<file path="src/rtl/fc_sequencer.sv">
// fc_sequencer: time-multiplexed fully-connected layer controller around one 16x16 MAC.
// Ports:
//   clk, rst               clock and synchronous active-high reset
//   start / busy / done    run handshake with the network controller
//   in_addr / in_data      pooled activation memory (1-cycle read latency)
//   w_addr / w_data        class-major weight memory (1-cycle read latency)
//   b_addr / b_data        bias memory (1-cycle read latency)
//   out_we/out_addr/out_data  logit write port
//   sat_flag               sticky saturation indicator
// Optional feature: define FC_SAT_EN for saturating products and accumulation;
// without it arithmetic wraps modulo 2^DW and sat_flag stays 0.
module fc_sequencer #(
    parameter int N_IN   = 196,
    parameter int N_OUT  = 10,
    parameter int DW     = 16,
    parameter int IN_AW  = 8,
    parameter int W_AW   = 11,
    parameter int OUT_AW = 4
) (
    input  logic              clk,
    input  logic              rst,
    input  logic              start,
    output logic              busy,
    output logic              done,
    output logic [IN_AW-1:0]  in_addr,
    input  logic [DW-1:0]     in_data,
    output logic [W_AW-1:0]   w_addr,
    input  logic [DW-1:0]     w_data,
    output logic [OUT_AW-1:0] b_addr,
    input  logic [DW-1:0]     b_data,
    output logic              out_we,
    output logic [OUT_AW-1:0] out_addr,
    output logic [DW-1:0]     out_data,
    output logic              sat_flag
);
    localparam logic [2:0] S_IDLE  = 3'd0;
    localparam logic [2:0] S_BIAS  = 3'd1;
    localparam logic [2:0] S_MAC   = 3'd2;
    localparam logic [2:0] S_TAIL  = 3'd3;
    localparam logic [2:0] S_WRITE = 3'd4;
    localparam logic [2:0] S_DONE  = 3'd5;
    localparam logic [IN_AW-1:0]  J_LAST = IN_AW'(N_IN - 1);
    localparam logic [OUT_AW-1:0] I_LAST = OUT_AW'(N_OUT - 1);
    localparam logic [W_AW-1:0]   W_STEP = W_AW'(N_IN);
    logic [2:0]        state;
    logic [IN_AW-1:0]  j;
    logic [OUT_AW-1:0] i;
    logic [W_AW-1:0]   w_base;
    logic [DW-1:0]     acc;
    logic [DW-1:0]     acc_next;
    logic              clamp;
`ifdef FC_SAT_EN
    logic [2*DW-1:0] prod_full;
    logic [DW-1:0]   prod;
    logic [DW:0]     sum;
    always_comb begin
        prod_full = {{DW{1'b0}}, in_data} * {{DW{1'b0}}, w_data};
        prod      = |prod_full[2*DW-1:DW] ? '1 : prod_full[DW-1:0];
        sum       = {1'b0, acc} + {1'b0, prod};
        acc_next  = sum[DW] ? '1 : sum[DW-1:0];
        clamp     = |prod_full[2*DW-1:DW] | sum[DW];
    end
`else
    always_comb begin
        acc_next = acc + in_data * w_data;
        clamp    = 1'b0;
    end
`endif
    // Memory data lags its address by one cycle, so MAC step j consumes product j-1
    // and TAIL drains the last product straight into out_data.
    always_ff @(posedge clk) begin
        if (rst) begin
            state    <= S_IDLE;
            busy     <= 1'b0;
            done     <= 1'b0;
            in_addr  <= '0;
            w_addr   <= '0;
            b_addr   <= '0;
            out_we   <= 1'b0;
            out_addr <= '0;
            out_data <= '0;
            sat_flag <= 1'b0;
            j        <= '0;
            i        <= '0;
            w_base   <= '0;
            acc      <= '0;
        end else begin
            out_we <= 1'b0;
            done   <= 1'b0;
            case (state)
                S_IDLE: if (start) begin
                    state    <= S_BIAS;
                    busy     <= 1'b1;
                    i        <= '0;
                    b_addr   <= '0;
                    w_base   <= '0;
                    sat_flag <= 1'b0;
                end
                S_BIAS: begin
                    state   <= S_MAC;
                    j       <= '0;
                    in_addr <= '0;
                    w_addr  <= w_base;
                end
                S_MAC: begin
                    acc      <= j == '0 ? b_data : acc_next;
                    sat_flag <= sat_flag | (j != '0 && clamp);
                    if (j == J_LAST) begin
                        state <= S_TAIL;
                    end else begin
                        j       <= j + 1'b1;
                        in_addr <= j + 1'b1;
                        w_addr  <= w_addr + 1'b1;
                    end
                end
                S_TAIL: begin
                    state    <= S_WRITE;
                    acc      <= acc_next;
                    sat_flag <= sat_flag | clamp;
                    out_we   <= 1'b1;
                    out_addr <= i;
                    out_data <= acc_next;
                end
                S_WRITE: if (i == I_LAST) begin
                    state <= S_DONE;
                    done  <= 1'b1;
                end else begin
                    state  <= S_BIAS;
                    i      <= i + 1'b1;
                    b_addr <= i + 1'b1;
                    w_base <= w_base + W_STEP;
                end
                S_DONE: begin
                    state   <= S_IDLE;
                    busy    <= 1'b0;
                    in_addr <= '0;
                    w_addr  <= '0;
                    b_addr  <= '0;
                end
                default: state <= S_IDLE;
            endcase
        end
    end
endmodule

</file>
<file path="config.mk">
export PLATFORM = sky130hd
export DESIGN_NAME = fc_sequencer
export DESIGN_NICKNAME = d
export VERILOG_FILES = /design/src/rtl/fc_sequencer.sv
export SDC_FILE = /design/constraint.sdc
export NUM_CORES = 1
export LEC_CHECK = 0
export ABC_CLOCK_PERIOD_IN_PS = 8400
export CAP_MARGIN = 20
export CORE_UTILIZATION = 35
export DETAILED_ROUTE_END_ITERATION = 10
export GPL_TIMING_DRIVEN = 0
export PLACE_DENSITY = 0.6
export SYNTH_ARGS = -nofsm -noshare
export SYNTH_HDL_FRONTEND = slang
export SYNTH_SLANG_ARGS = --single-unit
</file>
<file path="constraint.sdc">
create_clock -name clk -period 8.4 [get_ports clk]
set_clock_uncertainty 0.15 [all_clocks]
set_input_delay 2.1 -clock clk [delete_from_list [all_inputs] [get_ports clk]]
set_output_delay 2.1 -clock clk [all_outputs]
set_load 0.005 [all_outputs]
</file>
# [Word-level counts from Yosys, hierarchy flattened]
# Index checks and enable logic that the tools add are counted.
[op_classes] n_addsub=5 n_mul=1 n_eq_ne=11 bitwise_logic=1 mux=22 n_reduce_logical=18
[ops] operator="2-to-1 mux 11 bit" count=3
[ops] operator="one-hot mux 11 bit (3 select lines)" count=1
[ops] operator="one-hot mux 16 bit (2 select lines)" count=1
[ops] operator="one-hot mux 8 bit (2 select lines)" count=2
[ops] operator="one-hot mux 11 bit (2 select lines)" count=1
[ops] operator="adder 16 bit" count=1
[ops] operator="multiplier 16 x 16 -> 16 bit" count=1
[ops] operator="2-to-1 mux 16 bit" count=1
[ops] operator="one-hot mux 3 bit (5 select lines)" count=1
[ops] operator="one-hot mux 4 bit (3 select lines)" count=1
[ops] operator="adder 11 x 1 -> 11 bit, second input constant" count=1
[ops] operator="adder 11 x 8 -> 11 bit, second input constant" count=1
[ops] operator="AND reduction 2 bit" count=5
[ops] operator="nonzero test 2 bit" count=5
[ops] operator="2-to-1 mux 3 bit" count=3
[ops] operator="adder 8 x 1 -> 8 bit, second input constant" count=1
[ops] operator="== test 8 bit, second input constant" count=1
[ops] operator="zero test 8 bit" count=1
[ops] operator="2-to-1 mux 4 bit" count=2
[ops] operator="2-to-1 mux 8 bit" count=1
[ops] operator="!= test 2 bit, second input constant" count=4
[ops] operator="one-hot mux 4 bit (2 select lines)" count=1
[ops] operator="== test 3 x 2 -> 1 bit, second input constant" count=2
[ops] operator="== test 3 bit, second input constant" count=2
[ops] operator="10 further kinds" count=15
[word_totals] output_inout_bits=47 word_cells=71 regBits=88 in_bits=51

# [Longest topological paths before layout]
# Gate-level depths: netlist (run 1).
[depth] depth_word=4 mapped_depth=22 ltp_nobuf=21

# [Least setup slack after synthesis (run 1)]
# Ideal clock, no wire load.
[synth_path] path_type="input -> register" startpoint="in in_data[5]" endpoint="reg acc[15]" path_buffers=1 t_arrival_ns=7.210 setup_time_ns=0.074 setup_slack_ns=0.966 cell_stages=20 t_required_ns=8.176 path_cell_list="clkbuf_1 -> nand2_1 -> fa_1 -> fa_1 -> inv_1 -> fa_1 -> inv_1 -> fa_1 -> fa_1 -> fa_1 -> inv_1 -> ha_1 -> a21o_1 -> a21oi_1 -> nand2b_1 -> a41o_1 -> a21oi_2 -> xor2_1 -> or3_1 -> a31oi_1"
[synth_between] elab_chain_len=4
[synth_lines] element="start: declaration" line_no="26" text="input logic [DW-1:0] in_data,"
[synth_lines] element="multiplier 16 x 16 -> 16 bit (*)" line_no="65" text="acc_next = acc + in_data * w_data;"
[synth_lines] element="adder 16 bit (*)" line_no="65"
[synth_lines] element="2-to-1 mux 16 bit" line_no="106" text="acc <= j == '0 ? b_data : acc_next;"
[synth_lines] element="one-hot mux 16 bit (2 select lines) (*)" line_no="90" text="case (state)"
[synth_lines] element="end signal: assignment" line_no="106"
[synth_lines] element="end signal: assignment" line_no="118" text="acc <= acc_next;"
[synth_lines] element="end: declaration" line_no="49" text="logic [DW-1:0] acc;"
# Mark *: on every way between the ends. The rest lies on a longest branch, timed or not.
# A chain may end at the register's enable or synchronous reset.

# [Final worst setup path (run 1)]
[layout_path] startpoint="in w_data[1]" endpoint="reg acc[15]"
[layout_between] elab_chain_len=4
[layout_lines] element="start: declaration" line_no="28" text="input logic [DW-1:0] w_data,"
[layout_lines] element="multiplier 16 x 16 -> 16 bit (*)" line_no="65"
[layout_lines] element="adder 16 bit (*)" line_no="65"
[layout_lines] element="2-to-1 mux 16 bit" line_no="106"
[layout_lines] element="one-hot mux 16 bit (2 select lines) (*)" line_no="90"
# Marks and branches as above.

==> results of run 1 <==
==> kinds of logic (layout without fill, tap and decap cells) <==
logic type | after synthesis | in the layout
xor+xnor | 56 | 56
other cells | 1 | 1
compound gates | 145 | 145
simple gates | 365 | 365
flops | 86 | 86
fa+ha+maj | 152 | 152
buf+inv | 198 | 303
==> cell usage after synthesis (2+ instances only) <==
cell type and instances:
a211oi_1 8, a21o_1 4, a21oi_1 62, a22oi_1 10, a311oi_1 9, a31oi_1 6, a41o_1 2, and2_1 48
and2_2 2, and3_1 7, buf_1 2, buf_2 6, buf_4 2, clkbuf_1 30, clkbuf_8 6, dfxtp_1 86
fa_1 94, ha_1 58, inv_1 152, nand2_1 163, nand2_2 3, nand2b_1 2, nand3_1 18, nand4_1 4
nor2_1 87, nor2b_1 4, nor3_1 13, nor3b_1 4, o21a_1 6, o21ai_0 18, o21ai_1 5, o21bai_1 3
o22ai_1 2, o31ai_1 2, or2_2 2, or3_1 4, xnor2_1 31, xnor2_2 2, xor2_1 21
==> sequential cells by signal (all words and copies together), names as in the netlist, 3 cells and up <==
register  cells
out_addr      4
b_addr        4
out_data     16
state         3
in_addr       8
j             8
w_base        9
acc          16
i             4
w_addr       11
==> final cells by class <==
| class | instances | area [um2] | share of cell area [%] |
|---|---|---|---|
| buffer | 44 | 251 | 2.56 |
| sequential | 86 | 1720 | 17.5 |
| inverter | 152 | 571 | 5.81 |
| tap | 313 | 392 | 3.99 |
| clock buffer | 9 | 225 | 2.29 |
| multi-input combinational | 719 | 5670 | 57.7 |
| timing repair buffer | 91 | 911 | 9.28 |
| clock inverter | 7 | 80.1 | 0.816 |
==> worst max-delay path by stage <==
stage	start	endpoint	depth (start not counted)
after detailed placement	w_data[1]	acc[15]$_SDFFE_PP0P_	21
after floorplan	in_data[5]	acc[15]$_SDFFE_PP0P_	20
after global routing	in_data[2]	acc[15]$_SDFFE_PP0P_	19
after CTS	w_data[1]	acc[15]$_SDFFE_PP0P_	21
after global placement	w_data[3]	acc[15]$_SDFFE_PP0P_	21
final	w_data[1]	acc[15]$_SDFFE_PP0P_	21
==> critical path, stage by stage <==
cell	delay, ns
clkdlybuf4s50_1	0.69
clkbuf_4	0.32
nand2_1	0.09
fa_1	0.47
fa_1	0.49
inv_1	0.05
fa_1	0.52
inv_1	0.05
fa_1	0.48
fa_1	0.54
fa_1	0.55
inv_1	0.04
ha_1	0.36
a21o_1	0.18
a21oi_1	0.18
nand2b_1	0.07
a41o_1	0.22
a21oi_2	0.14
xor2_1	0.12
or3_1	0.33
a31oi_1	0.17
==> report_power, final <==
group          total, mW  switching [mW]  internal (mW)
logic               1.95            1.13          0.823
registers          0.448          0.0180          0.430
clock network      0.411           0.178          0.234
==> through the flow <==
| step | instance area (um2) | util [%] |
|---|---|---|
| 6_report | 9820 | 43.0 |
| 5_1_grt | 9820 | 43.0 |
| 4_1_cts | 9810 | 43.0 |
| 3_5_place_dp | 9510 | 41.6 |
| 3_3_place_gp | 9510 | 41.6 |
| 2_1_floorplan | 8210 | - |
==> layer usage <==
layer	wire length (um)	vias up	global-route usage, %
li1	-	3358	-
met1	9780	3253	25.2
met2	10500	156	32.7
met3	947	26	3.01
met4	384	0	5.56
met5	0	-	0
==> summary.md, run 1 <==
| Metric | Value |
|---|---|
| Hold path depth | 2 |
| CTS tree | built |
| Tmin final | around 8 ns |
| Final Max Tran Viols | 0 |
| Total CTS buffers | 9 |
| Max_slew headroom | approximately half |
| DP Worst Slack | -0.216 ns |
| Cells after DPL | about 1.4k |
| Router iterations before antenna repair | 4 |
| Non-Filler Instances | 1,421 |
| CTS resizes | 0 |
| Final Cycle Share | between 90% and 100% |
| Count of cell types in the netlist | 54 |
| GRT overflow | 0 |
| Synth area leaders | fa_1 (23%), dfxtp_1 (21%), ha_1 (8.8%) |
| Die H | roughly 160 um |
| Xor/xnor share of the synthesized area | under 10% |
| GPL Wtd Cong | 0.854 |
| Port-buffer cells | 91 |
| Maximum vdd ir drop | about 210 uV |
| Critical Path Source Type | input pin |
| H-tree Lvls | 3 |
| HPWL Detailed | ~18,000 um |
| RSZ-0062 raised after global routing | no |
| Die width | approximately 160 um |
| Post-synth EDFFs | 0 |
| Commonest non-fill, non-tap cell in the layout | nand2_1 |
| Initial antenna violation count | 0 |
| Max-Cap Viols | 0 |
| ANT nets after route | 0 |
| Yosys reg bits | 86 |
| CTS Sinks | 86 |
| Maximum clock rate | around 120 MHz |
| Count of final setup violators | 0 |
| Die ar. | between 0.02 and 0.025 mm2 |
| Crit end category | flop |
| Final hold vios | 0 |
| Mapped Area | between 0.008 and 0.009 mm2 |
| Crit Path Max Fanout | 10 |
| Post-synth top area cell | fa_1 |
| Post-synth ARST share | 0% |
| Compound-Gate Fraction of Synth Area | a little over a tenth |
| Worst R2R Start | acc[6]$_SDFFE_PP0P_ |
| Worst-Margin Slew | approximately 0.76 ns |
| Top FF cell, synth | dfxtp_1 |
| Data required, critical path | ~8.5 ns |
| Wire per inst | about 15 um |
| Via density | roughly 4.8 |
| Routed WL | ~22,000 um |
| Final worst slack | ~0.36 ns |
| Worst hold path startpoint | out_data[2]$_SDFFE_PP0P_ |
| Share of cells above drive strength 1 | around 4.6% |
| Status | finished, final reports clean |
| Most frequent cells in the layout | nand2_1 (163), inv_1 (152), fa_1 (94) |
| Later-pin clock latency in the skew report | about 0.35 ns |
| Worst setup path category | input pin to flop |
| Core area | 0.0228 mm2 |
| Pwr Density | around 290 mW/mm2 |
| Synth-to-layout area growth | 19.6% |
| Min-Delay Path Class | flop to flop |
| Global-route wire length before repair | between 30,000 and 40,000 um |
| Hold_ws | between 0.3 and 0.4 ns |
| Post-synthesis mux area share | 0% |
| Synth Instances | 1,003 |
| Adder-Cell Fraction of Synth Area | 31.8% |
| Worst R2R Setup Slack | around 3.7 ns |
| R2r worst-path depth | 17 |
| Leakage power | 4.27 nW |
| Largest net degree at the start of global routing | 17 |
| Total GRT Usage | around 19% |
| Hold Path End | out_data[2]$_SDFFE_PP0P_ |
| Syn Nets | about 1.2k |
| Total power | about 2.8 mW |
| Number of diodes | 0 |
| Starting Density | a little over a third |
| Setup TNS | 0 ns |
| Synth warn | 0 |
| I/O Pins | a little under 100 |
| Vias in the first global route | 6,880 |
| Capturing point of the worst reg2reg path | acc[11]$_SDFFE_PP0P_ |
| Syn avg cell area | just over 8 um2 |
| Max Root-Sink Buffers | 2 |
| Final #Nets | ~1.3k |
| Share of the synthesized area in the top cell type | 22.9% |
| Vias | roughly 6.8k |
| # DRC | 0 |
| CTS Hold Bufs | 0 |
| Fillers | roughly 2.4k |
| WP data arrival | roughly 8.2 ns |
| CTS clk-pin slew, worst paths | roughly 0.07 ns |
| Number of DRC markers in iteration 0 | between 300 and 400 |
| Setup Fix Bufs, Post-CTS | 0 |
| Synth Area in Simple Gates | between 10% and 20% |
| Largest family of logic cells by synthesized area | adder cells |
| Sequential area share after synthesis | between 20% and 30% |
| # rows | 55 |
| Clock root cell | clkbuf_16 |
(Power assumes the default switching activity.)
==> run 2: changes to the inputs <==
Settings changed: CAP_MARGIN 20 to 10, PLACE_DENSITY 0.6 to 0.63.
==> run 2 against run 1 <==
Clock-buffer cell count unchanged. Wire length grew 1.6%. Sequential cell count unchanged. Fmax is 0.86% lower. Worst hold slack improved by 0.0022 ns. First-iteration DRC count is 4.0% lower. Die area did not move. Final cell count is essentially flat. Utilization up 0.21 points. Critical path type unchanged. Largest cell class unchanged.
==> summary.md, run 2 (same netlist as run 1, synthesis figures left out) <==
| Metric | Value |
|---|---|
| R2r worst-path depth | 17 (unchanged) |
| Later-pin clock latency in the skew report | 0.34 ns (about the same) |
| Core area | 0.0228 mm2 (unchanged) |
| Setup TNS | 0 ns (unchanged) |
| Total CTS buffers | 9 (unchanged) |
| Setup Fix Bufs, Post-CTS | 0 (unchanged) |
| Vias in the first global route | 6,939 (+0.86%) |
| Met1 Wirelength | 10,100 um (+3.4%) |
| Worst-Margin Slew | 0.711 ns (-0.0470 ns) |
| Final hold vios | 0 (unchanged) |
| Pwr Density | 289 mW/mm2 (+1.1%) |
| Crit path cell chain | clkdlybuf4s50_1, clkbuf_2, nand2_1, fa_1, fa_1, inv_1, fa_1, fa_1, inv_1, fa_1, fa_1, xor2_1, xnor2_1, xnor2_1, xnor2_2, xnor3_1, xor2_1, or3_1, a31oi_1 |
| Router iterations before antenna repair | 5 (+1) |
| # DRC | 0 (unchanged) |
| Data required, critical path | 8.51 ns (about the same) |
| Share of cells above drive strength 1 | 4.69% (+0.086 points) |
| Die ar. | 0.0241 mm2 (unchanged) |
| CTS tree | built |
| Worst setup path category | input pin to flop |
| Tmin final | 8.11 ns (+0.0696 ns) |
| Count of final setup violators | 0 (unchanged) |
| Critical Path Source Type | input pin |
| Die H | 155 um (unchanged) |
| Worst R2R Setup Slack | 3.74 ns (+0.03 ns) |
| Max incr delay on CP | 0.61 ns (-0.08 ns) |
| CTS clk-pin slew, worst paths | 0.06 ns (about the same) |
| Die width | 155 um (unchanged) |
| Status | finished, final reports clean |
| Max_slew headroom | 52.5% (+3.0 points) |
| ANT nets after route | 0 (unchanged) |
| Number of DRC markers in iteration 0 | 339 (-4.0%) |
| Most frequent CP cell | fa_1 |
| Worst R2R Start | acc[6]$_SDFFE_PP0P_ |
| Fillers | 2,329 (-2.1%) |
| Number of diodes | 0 (unchanged) |
| # rows | 55 (unchanged) |
| Final Cycle Share | 96.5% (+0.83 points) |
| Crit Path Max Fanout | 10 (unchanged) |
| Total power | 2.86 mW (+1.6%) |
| Worst path slowest cell | clkdlybuf4s50_1 |
| Via density | 4.79 (+0.15%) |
| Clk pwr share | 16.2% (+1.6 points) |
| Seq pwr share | 15.7% (-0.2 points) |
| Comb power frac | 68.1% (-1.3 points) |
| Min-Delay Path Class | flop to flop |
| Routed wl met2 | 10,400 um (-1.5%) |
| Initial antenna violation count | 0 (unchanged) |
| Port-buffer cells | 91 (unchanged) |
| Leakage power | 4.30 nW (+0.67%) |
| Largest net degree at the start of global routing | 16 (-1) |
| Sw frac | 45.9% (-1.2 points) |
| I/O Pins | 98 (unchanged) |
| Vias | 6,808 (+0.22%) |
| Maximum clock rate | 123 MHz (-0.86%) |
| End of the critical path | acc[15]$_SDFFE_PP0P_ |
| Maximum vdd ir drop | 302 uV (+43%) |
| Wire per inst | 15.5 um (+1.5%) |
| WP data arrival | 8.22 ns (+0.06 ns) |
| Crit end category | flop |
| Max layer used | met4 |
| Met3 Wirelength | 1100 um (+16%) |
| Clock root cell | clkbuf_16 |
| GPL Wtd Cong | 0.840 (-1.7%) |
| Most frequent cells in the layout | nand2_1 (163), inv_1 (152), fa_1 (94) |
| Max-Cap Viols | 0 (unchanged) |
| Cells after DPL | 1,407 (unchanged) |
| Capturing point of the worst reg2reg path | acc[15]$_SDFFE_PP0P_ |
| Switching pwr | 1.31 mW (-1.0%) |
| Routed WL | 22,000 um (+1.6%) |
| Synth-to-layout area growth | 20.2% |
| Non-Filler Instances | 1,422 (+0.070%) |
| GRT overflow | 0 (unchanged) |
| CTS Hold Bufs | 0 (unchanged) |
| Starting Density | 35.9% (unchanged) |
| Total GRT Usage | 19.3% (+0.045 points) |
| H-tree Lvls | 3 (unchanged) |
| P_int | 1.55 mW (+4.0%) |
| Global-route wire length before repair | 36,500 um (+0.55%) |
| CP startpoint | in_data[2] |
| Final Max Tran Viols | 0 (unchanged) |
| CTS Sinks | 86 (unchanged) |
| Max Root-Sink Buffers | 2 (unchanged) |
| Final #Nets | 1,307 (+0.077%) |
| RSZ-0062 raised after global routing | no |
| Commonest non-fill, non-tap cell in the layout | nand2_1 |
| Top flop regs | acc: 16 flops, out_data: 16 flops, w_addr: 11 flops |
| HPWL Detailed | 17,800 um (-0.88%) |
run 2: cell count changes in the layout (fill, tap and decap cells not counted), sizes merged:
cell,previous run,this run
bufinv,1,3
clkinv,2,0
buf,10,11
clkdlybuf4s50,91,90
clkinvlp,2,3
dlymetal6s2s,0,1
inv,154,153
run 2: worst min-delay path by stage:
stage                     slack [ns]  cells past startpoint                     start                       end
after floorplan                 0.29                      2      acc[10]$_SDFFE_PP0P_      acc[10]$_SDFFE_PP0P_
after global placement          0.30                      2  out_addr[1]$_SDFFE_PP0P_  out_addr[1]$_SDFFE_PP0P_
after detailed placement        0.30                      2   in_addr[1]$_SDFFE_PP0P_   in_addr[1]$_SDFFE_PP0P_
after CTS                       0.31                      2  out_data[2]$_SDFFE_PP0P_  out_data[2]$_SDFFE_PP0P_
after global routing            0.33                      2  out_data[7]$_SDFFE_PP0P_  out_data[7]$_SDFFE_PP0P_
final                           0.31                      2  out_data[2]$_SDFFE_PP0P_  out_data[2]$_SDFFE_PP0P_
run 2: worst max-delay path, delay by kind of cell:
| kind | cells | cell delay [ns] |
|---|---|---|
| buffers and inverters | 4 | 1.06 |
| adder cells (fa/ha/maj) | 6 | 3.06 |
| XOR/XNOR | 6 | 1.39 |
| AND/OR/NAND/NOR | 2 | 0.44 |
| AO/OA/AOI/OAI | 1 | 0.17 |
run 2: layout make-up:
cell class	instances	area [um2]	area share (%)
plain buffers	45	256	2.60
repair buffers	91	913	9.26
flip-flops and latches	86	1720	17.5
clock inverters	7	121	1.23
clock buffers	9	225	2.28
inverters	152	571	5.78
multi-input cells	719	5670	57.4
well taps	313	392	3.97
run 2: stage by stage:
stage	utilization [%]	setup WS (ns)	instance area, um2	hold slack, ns
2_1_floorplan	-	0.966	8210	0.289
3_3_place_gp	41.6	-0.433	9510	0.297
3_5_place_dp	41.6	-0.435	9510	0.296
4_1_cts	43.1	0.0199	9860	0.309
5_1_grt	43.2	0.00326	9870	0.330
6_report	43.2	0.293	9870	0.307
run 2: routing by layer:
layer,GRT usage (%),vias to the layer above
met5,0,-
met4,5.89,0
met3,2.51,24
met2,32.1,178
met1,26.1,3248
li1,-,3358
run 2: power groups by stage:
stage	registers [mW]	logic, mW	clock network (mW)
5_1_grt	0.450	2.24	0.485
3_5_place_dp	0.457	1.96	0
4_1_cts	0.448	1.98	0.469
2_1_floorplan	0.451	1.46	0
3_3_place_gp	0.457	1.95	0
6_report	0.448	1.94	0.463
run 2: timing repair:
| action | 4_1_cts | 5_1_grt |
|---|---|---|
| endpoints found under the setup margin | 1 | 1 |
| resized for setup | 1 | 18 |
| pin swaps | 0 | 0 |
==> run 3: changes to the inputs <==
Settings changed: PLACE_DENSITY 0.63 to unset, SKIP_LAST_GASP set to 1.
==> results of run 3 <==
Final layout, timing and power as in run 1 (identical DEF).
